### src/rtl/proc_pkg.sv
// Shared processor definitions: opcode encodings and sequencer state encoding.
package proc_pkg;

    localparam int unsigned OP_W = 3;
    localparam int unsigned ST_W = 3;

    localparam logic [OP_W-1:0] OP_LOAD  = OP_W'(0);
    localparam logic [OP_W-1:0] OP_STORE = OP_W'(1);
    localparam logic [OP_W-1:0] OP_ADD   = OP_W'(2);
    localparam logic [OP_W-1:0] OP_SUB   = OP_W'(3);
    localparam logic [OP_W-1:0] OP_BNE   = OP_W'(4);
    localparam logic [OP_W-1:0] OP_XOR   = OP_W'(5);
    localparam logic [OP_W-1:0] OP_XNOR  = OP_W'(6);
    localparam logic [OP_W-1:0] OP_HALT  = OP_W'(7);

    typedef enum logic [OP_W-1:0] {
        OPC_LOAD  = OP_LOAD,
        OPC_STORE = OP_STORE,
        OPC_ADD   = OP_ADD,
        OPC_SUB   = OP_SUB,
        OPC_BNE   = OP_BNE,
        OPC_XOR   = OP_XOR,
        OPC_XNOR  = OP_XNOR,
        OPC_HALT  = OP_HALT
    } opcode_t;

    // Encoding 7 is unused and recovers to S0.
    typedef enum logic [ST_W-1:0] {
        S0    = ST_W'(0),
        S1    = ST_W'(1),
        S2    = ST_W'(2),
        S3    = ST_W'(3),
        S4    = ST_W'(4),
        S5    = ST_W'(5),
        SHALT = ST_W'(6)
    } seq_state_t;

endpackage

### src/rtl/sequencer.sv
// Control-path FSM: fetches, decodes and sequences datapath strobes per instruction.
module sequencer
    import proc_pkg::*;
(
    input  logic            clock,
    input  logic            n_reset,
    input  logic            z_flag,
    input  logic [OP_W-1:0] op,
    output logic            ACC_bus,
    output logic            load_ACC,
    output logic            ALU_ACC,
    output logic            ALU_add,
    output logic            ALU_sub,
    output logic            ALU_xor,
    output logic            ALU_xnor,
    output logic            PC_bus,
    output logic            load_PC,
    output logic            INC_PC,
    output logic            load_IR,
    output logic            Addr_bus,
    output logic            load_MAR,
    output logic            MDR_bus,
    output logic            load_MDR,
    output logic            CS,
    output logic            R_NW,
    output logic            halted
);

    seq_state_t state;
    seq_state_t next_state;
    opcode_t    opcode;

    assign opcode = opcode_t'(op);

    always_ff @(posedge clock or negedge n_reset) begin
        if (!n_reset) state <= S0;
        else          state <= next_state;
    end

    // Outputs are decoded directly from state/op/z_flag so strobes align with the datapath edge.
    always_comb begin
        next_state = S0;
        ACC_bus    = 1'b0;
        load_ACC   = 1'b0;
        ALU_ACC    = 1'b0;
        ALU_add    = 1'b0;
        ALU_sub    = 1'b0;
        ALU_xor    = 1'b0;
        ALU_xnor   = 1'b0;
        PC_bus     = 1'b0;
        load_PC    = 1'b0;
        INC_PC     = 1'b0;
        load_IR    = 1'b0;
        Addr_bus   = 1'b0;
        load_MAR   = 1'b0;
        MDR_bus    = 1'b0;
        load_MDR   = 1'b0;
        CS         = 1'b0;
        R_NW       = 1'b0;
        halted     = 1'b0;

        case (state)
            S0: begin
                PC_bus     = 1'b1;
                load_MAR   = 1'b1;
                INC_PC     = 1'b1;
                load_PC    = 1'b1;
                next_state = S1;
            end
            S1: begin
                CS         = 1'b1;
                R_NW       = 1'b1;
                next_state = S2;
            end
            S2: begin
                MDR_bus    = 1'b1;
                load_IR    = 1'b1;
                next_state = S3;
            end
            S3: begin
                case (opcode)
                    OPC_BNE: begin
                        Addr_bus   = 1'b1;
                        load_PC    = ~z_flag;
                        next_state = S0;
                    end
                    OPC_HALT: begin
                        next_state = SHALT;
                    end
                    OPC_STORE: begin
                        // Addr_bus feeds only the MAR here, so ACC_bus may share the cycle.
                        Addr_bus   = 1'b1;
                        load_MAR   = 1'b1;
                        ACC_bus    = 1'b1;
                        load_MDR   = 1'b1;
                        next_state = S4;
                    end
                    default: begin
                        Addr_bus   = 1'b1;
                        load_MAR   = 1'b1;
                        next_state = S4;
                    end
                endcase
            end
            S4: begin
                CS = 1'b1;
                if (opcode == OPC_STORE) begin
                    R_NW       = 1'b0;
                    next_state = S0;
                end else begin
                    R_NW       = 1'b1;
                    next_state = S5;
                end
            end
            S5: begin
                MDR_bus  = 1'b1;
                load_ACC = 1'b1;
                ALU_ACC  = (opcode != OPC_LOAD);
                case (opcode)
                    OPC_ADD:  ALU_add  = 1'b1;
                    OPC_SUB:  ALU_sub  = 1'b1;
                    OPC_XOR:  ALU_xor  = 1'b1;
                    OPC_XNOR: ALU_xnor = 1'b1;
                    default: ;
                endcase
                next_state = S0;
            end
            SHALT: begin
                halted     = 1'b1;
                next_state = SHALT;
            end
            default: next_state = S0;
        endcase
    end

endmodule

### config.mk
export PLATFORM = sky130hd
export DESIGN_NAME = sequencer
export DESIGN_NICKNAME = d
export VERILOG_FILES = /design/src/rtl/proc_pkg.sv /design/src/rtl/sequencer.sv
export SDC_FILE = /design/constraint.sdc
export NUM_CORES = 1
export LEC_CHECK = 0
export ABC_AREA = 1
export ABC_CLOCK_PERIOD_IN_PS = 1450
export CAP_MARGIN = 25
export CORE_MARGIN = 1
export CORE_UTILIZATION = 25
export DETAILED_ROUTE_END_ITERATION = 10
export PLACE_DENSITY = 0.65
export SYNTH_ARGS = -nofsm -noshare
export SYNTH_HDL_FRONTEND = slang
export SYNTH_SLANG_ARGS = --single-unit
### constraint.sdc
create_clock -name clock -period 1.45 [get_ports clock]
set_input_delay 0.29 -clock clock [delete_from_list [all_inputs] [get_ports clock]]
set_output_delay 0.29 -clock clock [all_outputs]
set_load 0.01 [all_outputs]
* After elaboration in Yosys (flattened, before gate mapping) *
Index checks and enable logic that the tools add are counted.

operators by class
  add/subtract/negate cells = 0
  multiply operators = 0
  divide/modulo/power cells = 0
  order comparisons = 0
  eq/ne operators = 13
  shifts and indexed selects = 0
  mux-type cells = 28
  bitwise operators = 1
  reductions and logical operators = 5

operators by type and width
  operator            number
  $mux 1              22
  $eq 3x3->1 const B  7
  $pmux 3 s6          1
  $eq 3x2->1 const B  4
  $eq 3x1->1 const B  2
  $pmux 1 s2          3
  $pmux 3 s2          1
  $reduce_or 2->1     3
  $logic_not 3->1     1
  $mux 3              1
  $reduce_bool 3->1   1
  $not 1->1           1

storage, ports and cells
  register bits after elaboration = 3
  latch bits = 0
  memory bits (writable) = 0
  ROM bits = 0
  bits of input ports = 6
  output and inout bits = 18
  word-level logic and storage cells = 48
  memories = 0

* Logic depth before layout (Yosys ltp) *
Gate-level depths: netlist of run 1.

  depth in word-level cells = 4
  depth in mapped cells = 6

* Worst setup path before layout of run 1 *
No wires, ideal clock.

  path kind = register to output
  start = register state[2]
  end = output port load_MDR
  arrival time = 1.007 ns
  slack = 0.153 ns
  cell stages (with the launch flop) = 5
  cell sequence = dfrtp_1 -> nor2_2 -> inv_1 -> nor2_1 -> buf_4

on the way
  longest elaborated chain between the ends = 2

RTL lines
  what                    RTL line         RTL
  start, declared         sequencer.sv:29  seq_state_t state;
  start signal, assigned  sequencer.sv:37  else state <= next_state;
  $eq 3x2->1              n/a
  $mux 1                  n/a
  end, declared           sequencer.sv:23  output logic load_MDR,

No other way between the ends.

* Worst setup path after layout of run 1 *
  start = register state[2]
  end = output port load_MAR

on the way
  longest elaborated chain between the ends = 2
  elaborated cells between the ends (all ways) = 3
  those cells by class = eq/ne: 1; mux: 1; reduce/logical: 1

RTL lines
  what                                           RTL line         RTL
  $eq 3x2->1 or $logic_not 3->1 (tied branches)  sequencer.sv:62  case (state)
  $pmux 1 s2 *                                   sequencer.sv:62
  end, declared                                  sequencer.sv:21  output logic load_MAR,

Mark *: on every way between the ends. The rest lies on a longest branch, timed or not.

==> metrics.md, run 1 <==
| Metric | Value |
|---|---|
| Psw | 0.0006481 W |
| Post-Synth Adder-Cell Area | 0% |
| Iter 0 DRT Violations | 2 |
| Sw frac | 44.27% |
| Share of the synthesized area in the top cell type | 22.99% |
| I/O Buffers | 23 |
| Final Util | between 60% and 70% |
| Top flop regs | state (3) |
| Leakage power | 0.4617 nW |
| Tmin final | around 1.6 ns |
| Clk pwr share | 9.8% |
| Setup crit end kind | output pin |
| Final TNS setup | -0.7726 ns |
| Setup slack after placement | -0.5435 ns |
| First-pass DRT Iterations | 4 |
| Fin. Hold Viols | 0 |
| Critical path class | flip-flop to output pin |
| DR vias/cell | 4.425 |
| Register bank with the most flops | state |
| Failing checks | setup timing |
| Post-route insts no fill | 120 |
| Status | finished, violations left |
| Yosys Warn Count | 0 |
| Clock sink count | 3 |
| Gate power share | 78.0% |
| Sequential power share | 12.2% |
| Post-Synth Simple-Gate Area | 52.11% |
| DP HPWL | 755.5 microns |
| Fin crit share | 109.7% |
| Floorplan die height | 38.14 microns |
| CTS tree | built |
| Layout cell share with drive strength beyond 1 | 58.49% |
| Post-route ant nets | 0 |
| RR Startpoint | state[0] |
| Post-Route WL | 1349 microns |
| Die ar. | ~0.0015 sq mm |
| CP Launch Type | flip-flop |
| Core ar. | 0.001156 sq mm |
| Total Power | 0.001464 W |
| ANT cells | 0 |
| CP Data Required Time | about 1.2 ns |
| Top-level I/O count | 24 |
| Distinct cells, synth | 13 |
| Compound-gate portion of the synthesized area | 3.065% |
| Maximum fanout along the worst path | 4 |
| Final setup vio count | 14 |
| Seq cells post-synth | 3 |
| Least-Margin Pin Slew | 0.1873 ns |
| Netlist Area Pre-Place | 326.6 sq um |
| Hold/Removal Path Class | primary input to async pin |
| Syn Area/Cell | ~5.4 sq um |
| Clk slew on worst S/H paths | roughly 0.040 ns |
| Inserted Clock Buffers | 3 |
| Grt total ovfl | 0 |
| Mux share of post-synthesis cell area | 0% |
| Htree depth | 1 |
| Vias in the first global route | around 460 |
| Die width | around 38 microns |
| Residual DRC | 0 |
| Synth area leaders | dfrtp_1 (23%), nand3_1 (17%), nand2_1 (16%) |
| Starting Density | 28.25% |
| Post-synthesis sequential area ratio | 22.99% |
| Drt wl/cell | between 10 and 15 microns |
| Pin count of the biggest net entering global routing | 7 |
| Xor/xnor share of the synthesized area | 0% |
| CTS Hold Bufs | 0 |
| Slew Limit Fails | 0 |
| Pwr Density | 1943 mW/mm^2 |
| Latest clock arrival within the worst-skew pair | about 0.23 ns |
| P&R area growth vs syn | 130.7% |
| WP data arrival | approximately 1.3 ns |
| Internal power | 0.0008157 W |
| DP Cell Count | 106 |
| Relative slew slack | 87.48% |
| Cell taking the most area after synthesis | dfrtp_1 |
| Unrepaired setup endpoints after global routing | true |
| Max_cap viols | 0 |
| Gr usage total | around 18% |
| First-pass GRT wire length | roughly 1800 microns |
| Final GP Congestion | 0.7997 |
| Setup crit start | state[2] |
| Initial antenna violation count | 0 |
| Cell row count | 12 |
| Peak supply drop | just under 0.9 mV |
| F_max | 0.6285 GHz |
| Final Net Count | approximately 110 |
| PnR worst setup slack | -0.1410 ns |
| Clock Skew | 0.002204 ns |
| Main combinational cell family by area after synthesis | simple AND/OR/NAND/NOR gates |
| Total nets after synthesis | 66 |
| Syn Inst Count | 60 |
| Number of flip-flops in the largest register | 3 |
| Worst-case clock buffer depth | 2 |
| Clock root cell | clkbuf_4 |
| Via count | ~530 |
[final timing paths]
check	to	slack [ns]	cells after the start
hold reg to reg	state[2]	0.65	2
max in group asynchronous	state[2]	1.05	1
min in group clock	state[2]	0.65	2
setup reg to reg	state[1]	0.30	6
hold / removal	state[0]	0.24	1
setup / recovery	load_MAR	-0.14	6
[kinds of logic after synthesis]
logic type,Yosys count
simple gates,38
compound gates,2
flops,3
buf+inv,17
[layout make-up]
| class | instances | area, sq um |
|---|---|---|
| tap | 14 | 17.52 |
| timing repair buffer | 44 | 335.3 |
| inverter | 15 | 58.81 |
| fill | 117 | 402.9 |
| sequential | 3 | 76.32 |
| multi-input combinational | 40 | 239.0 |
| clock buffer | 4 | 26.28 |
[stage by stage]
stage | hold slack (ns) | area, sq um
after detailed placement | 0.4830 | 641.9
after global placement | 0.4798 | 641.9
final | 0.2417 | 753.2
after CTS | 0.2343 | 700.7
after global routing | 0.2397 | 753.2
after floorplan | -0.005591 | 326.6
[worst max-delay path, cell delays in order, from the launching register on]
cell     delay [ns]
dfrtp_2        0.43
buf_6          0.13
nor2_4         0.13
buf_6          0.12
nand3_2        0.07
nand2_1        0.07
buf_2          0.12
[synthesized netlist by cell type (all sizes together)]
cell / count
buf: 2
dfrtp: 3
inv: 15
nand2: 15
nand3: 12
nor2: 9
nor3: 2
o21ai: 2
[power by group through the flow]
| stage | combinational (W) | clock (W) | sequential [W] |
|---|---|---|---|
| floorplan | 0.000393 | 0 | 0.000167 |
| global route | 0.00122 | 0.000157 | 0.000183 |
| CTS | 0.000978 | 0.000151 | 0.000173 |
| global placement | 0.000918 | 0 | 0.000168 |
| finish | 0.00114 | 0.000143 | 0.000179 |
| detailed placement | 0.000923 | 0 | 0.000168 |
[placed cells by master, fill, tap and decap left out, types with 2 or more instances in the layout]
cell type / synthesis / layout
buf_2: 0 / 14
buf_4: 2 / 15
buf_6: 0 / 9
clkbuf_4: 0 / 3
clkdlybuf4s50_1: 0 / 2
dfrtp_1: 3 / 2
dlygate4sd2_1: 0 / 3
inv_1: 12 / 7
inv_2: 3 / 7
nand2_1: 14 / 12
nand2_2: 1 / 2
nand3_1: 11 / 9
nand3_2: 1 / 2
nor2_1: 8 / 6
nor2_4: 0 / 2
[repair_timing]
| action | 4_1_cts | 5_1_grt |
|---|---|---|
| endpoints found under the setup margin | 18 | 17 |
| pin swaps | 4 | 7 |
| setup buffers | 7 | 3 |
| gates resized for setup | 83 | 20 |
[layer usage]
metal | track usage (%) | share of wire, % | vias up
met1 | 20.50 | 47 | 243
met4 | 0 | 0 | 0
met5 | 0 | 0 | -
li1 | - | - | 275
met3 | 6.977 | 3.3 | 0
met2 | 31.78 | 50 | 13
(Power assumes the default switching activity.)
==> inputs of run 2 (changes only) <==
Settings changed: CAP_MARGIN 25 to 5, DONT_BUFFER_PORTS from default to 1, PLACE_DENSITY 0.65 to 0.41.
==> run 2 against run 1 <==
  * The flow still finishes with violations (setup timing)
  * Via count fell by 28%
  * Flip-flop and latch count did not move
  * First-iteration DRC count rose to 3.5 times the previous value
  * Clock skew down 0.0011 ns
  * Count of clock-buffer cells in the layout unchanged
  * Worst setup slack improved by 0.14 ns
  * Critical path depth shrank 2
  * Maximum frequency grew 9.7%
  * Utilization fell by 26 points
  * Largest power group unchanged
==> metrics.md, run 2 (synthesized netlist as in run 1, its figures left out) <==
| Metric | Value |
|---|---|
| F_max | 0.6893 GHz (+9.7%) |
| Starting Density | 28.25% (unchanged) |
| PnR worst setup slack | -0.0006919 ns (+0.1403 ns) |
| Worst setup endpoint | CS |
| Least-Margin Pin Slew | 0.2370 ns (+0.04968 ns) |
| Unrepaired setup endpoints after global routing | true |
| Fin. Hold Viols | 0 (unchanged) |
| Clk slew on worst S/H paths | 0.04 ns (about the same) |
| R2r setup slk | 0.37 ns (+0.07 ns) |
| Final GP Congestion | 0.6860 (-14%) |
| Worst-case clock buffer depth | 2 (unchanged) |
| Setup crit end kind | output pin |
| WP data arrival | 1.16 ns (-0.14 ns) |
| ANT cells | 0 (unchanged) |
| Iter 0 DRT Violations | 7 (+5) |
| First-pass DRT Iterations | 2 (-2) |
| Post-Route WL | 853 microns (-37%) |
| Setup crit start | state[2] |
| Clock Skew | 0.001134 ns (-0.001070 ns) |
| Final TNS setup | -0.0006919 ns (+0.7719 ns) |
| Drt wl/cell | 10.53 microns (-6.3%) |
| Commonest non-fill, non-tap cell in the layout | nand3_1 |
| CP Launch Type | flip-flop |
| Top-level I/O count | 24 (unchanged) |
| Maximum fanout along the worst path | 5 (+1) |
| Fin crit share | 100.0% (-9.7 points) |
| Relative slew slack | 84.12% (-3.4 points) |
| Number of flip-flops in the largest register | 3 (unchanged) |
| Via count | 380 (-28%) |
| Residual DRC | 0 (unchanged) |
| Top flop regs | state (3) |
| Core ar. | 0.001156 sq mm (unchanged) |
| Total Power | 0.0009538 W (-35%) |
| DR vias/cell | 4.691 (+6.0%) |
| Peak supply drop | 0.8287 mV (-7.1%) |
| Gr usage total | 13.87% (-3.7 points) |
| Tmin final | 1.451 ns (-0.1403 ns) |
| Latest clock arrival within the worst-skew pair | 0.23 ns (about the same) |
| Status | finished, violations left |
| First-pass GRT wire length | 1393 microns (-22%) |
| Pin count of the biggest net entering global routing | 7 (unchanged) |
| CTS tree | built |
| Clock root cell | clkbuf_4 |
| Slew Limit Fails | 0 (unchanged) |
| Layout cell share with drive strength beyond 1 | 44.78% (-14 points) |
| P&R area growth vs syn | 40.23% |
| Clock sink count | 3 (unchanged) |
| RR Endpoint | state[0] |
| R2R depth | 6 (unchanged) |
| Most frequent cells in the layout | nand3_1 (11), nand2_1 (10), inv_1 (8) |
| Initial antenna violation count | 0 (unchanged) |
| Die ar. | 0.001455 sq mm (unchanged) |
| Post-route ant nets | 0 (unchanged) |
| Hold/Removal Path Class | primary input to flip-flop |
| Htree depth | 1 (unchanged) |
| Post-route insts no fill | 81 (-33%) |
| Floorplan die height | 38.14 microns (unchanged) |
| Failing checks | setup timing |
| Cell row count | 12 (unchanged) |
| Grt total ovfl | 0 (unchanged) |
| DP Cell Count | 74 (-30%) |
| Leakage power | 0.2491 nW (-46%) |
| I/O Buffers | 0 (-100%) |
| RR Startpoint | state[0] |
| Die width | 38.14 microns (unchanged) |
| Max_cap viols | 0 (unchanged) |
| Final Net Count | 74 (-35%) |
| Critical path class | flip-flop to output pin |
| CP Data Required Time | 1.16 ns (about the same) |
| Vias in the first global route | 339 (-25%) |
| Register bank with the most flops | state |
| Pwr Density | 2083 mW/mm^2 (+7.2%) |
| Inserted Clock Buffers | 3 (unchanged) |
| DP HPWL | 676.3 microns (-10%) |
| Final setup vio count | 1 (-13) |
==> run 2: cell types whose count changed in the layout (fill, tap and decap cells not counted), sizes merged <==
cell	previous run	this run
dlygate4sd3	0	1
buf	38	4
clkdlybuf4s50	2	0
clkbuf	5	4
dlygate4sd2	3	0
==> run 2: worst max-delay path, cell delays in order, from the launching register on <==
cell	delay, ns
dfrtp_2	0.47
nor2_4	0.13
nand2_1	0.10
o21ai_1	0.10
buf_4	0.13
==> run 2: final cells by class <==
class / instances / area (sq um)
clock buffers: 4 / 26.28
fillers: 132 / 698.2
inverters: 15 / 61.31
multi-input cells: 40 / 234.0
flip-flops and latches: 3 / 78.83
well taps: 14 / 17.52
repair buffers: 5 / 40.04
==> run 2: metrics by stage <==
| step | setup slack (ns) | utilization [%] | area (sq um) | hold WS [ns] |
|---|---|---|---|---|
| 3_5_place_dp | 0.1745 | 29.76 | 344.1 | -0.005526 |
| 6_report | -0.0006919 | 39.61 | 457.9 | 0.2925 |
| 5_1_grt | -0.06424 | 39.61 | 457.9 | 0.3036 |
| 3_3_place_gp | 0.1685 | 29.76 | 344.1 | -0.005528 |
| 4_1_cts | -0.03770 | 34.74 | 401.6 | 0.2902 |
| 2_1_floorplan | 0.1533 | - | 326.6 | -0.005591 |
==> run 2: layer usage <==
| metal | wire (microns) | track usage (%) | up-vias |
|---|---|---|---|
| li1 | - | - | 195 |
| met1 | 466 | 19.50 | 172 |
| met2 | 348 | 19.07 | 13 |
| met3 | 39 | 5.233 | 0 |
| met4 | 0 | 4.464 | 0 |
| met5 | 0 | 0 | - |
==> run 2: power by group <==
group / internal (W) / switching [W]
clock network: 0.000103 / 0.0000423
logic: 0.000200 / 0.000405
registers: 0.000133 / 0.0000709
==> run 2: timing repair <==
action,in CTS,in global routing
endpoints found under the hold margin,3,0
pin swaps,1,2
gates resized for setup,8,16
hold buffers,1,0
buffers inserted,0,2
endpoints found under the setup margin,9,12
==> run 2: worst min path at each step <==
| stage | cells past startpoint | to | from | slack [ns] |
|---|---|---|---|---|
| 2_1_floorplan | 0 | state[0] | n_reset | -0.006 |
| 3_3_place_gp | 0 | state[0] | n_reset | -0.006 |
| 3_5_place_dp | 0 | state[0] | n_reset | -0.006 |
| 4_1_cts | 3 | state[2] | op[2] | 0.29 |
| 5_1_grt | 3 | state[2] | op[2] | 0.30 |
| 6_report | 3 | state[2] | op[2] | 0.29 |
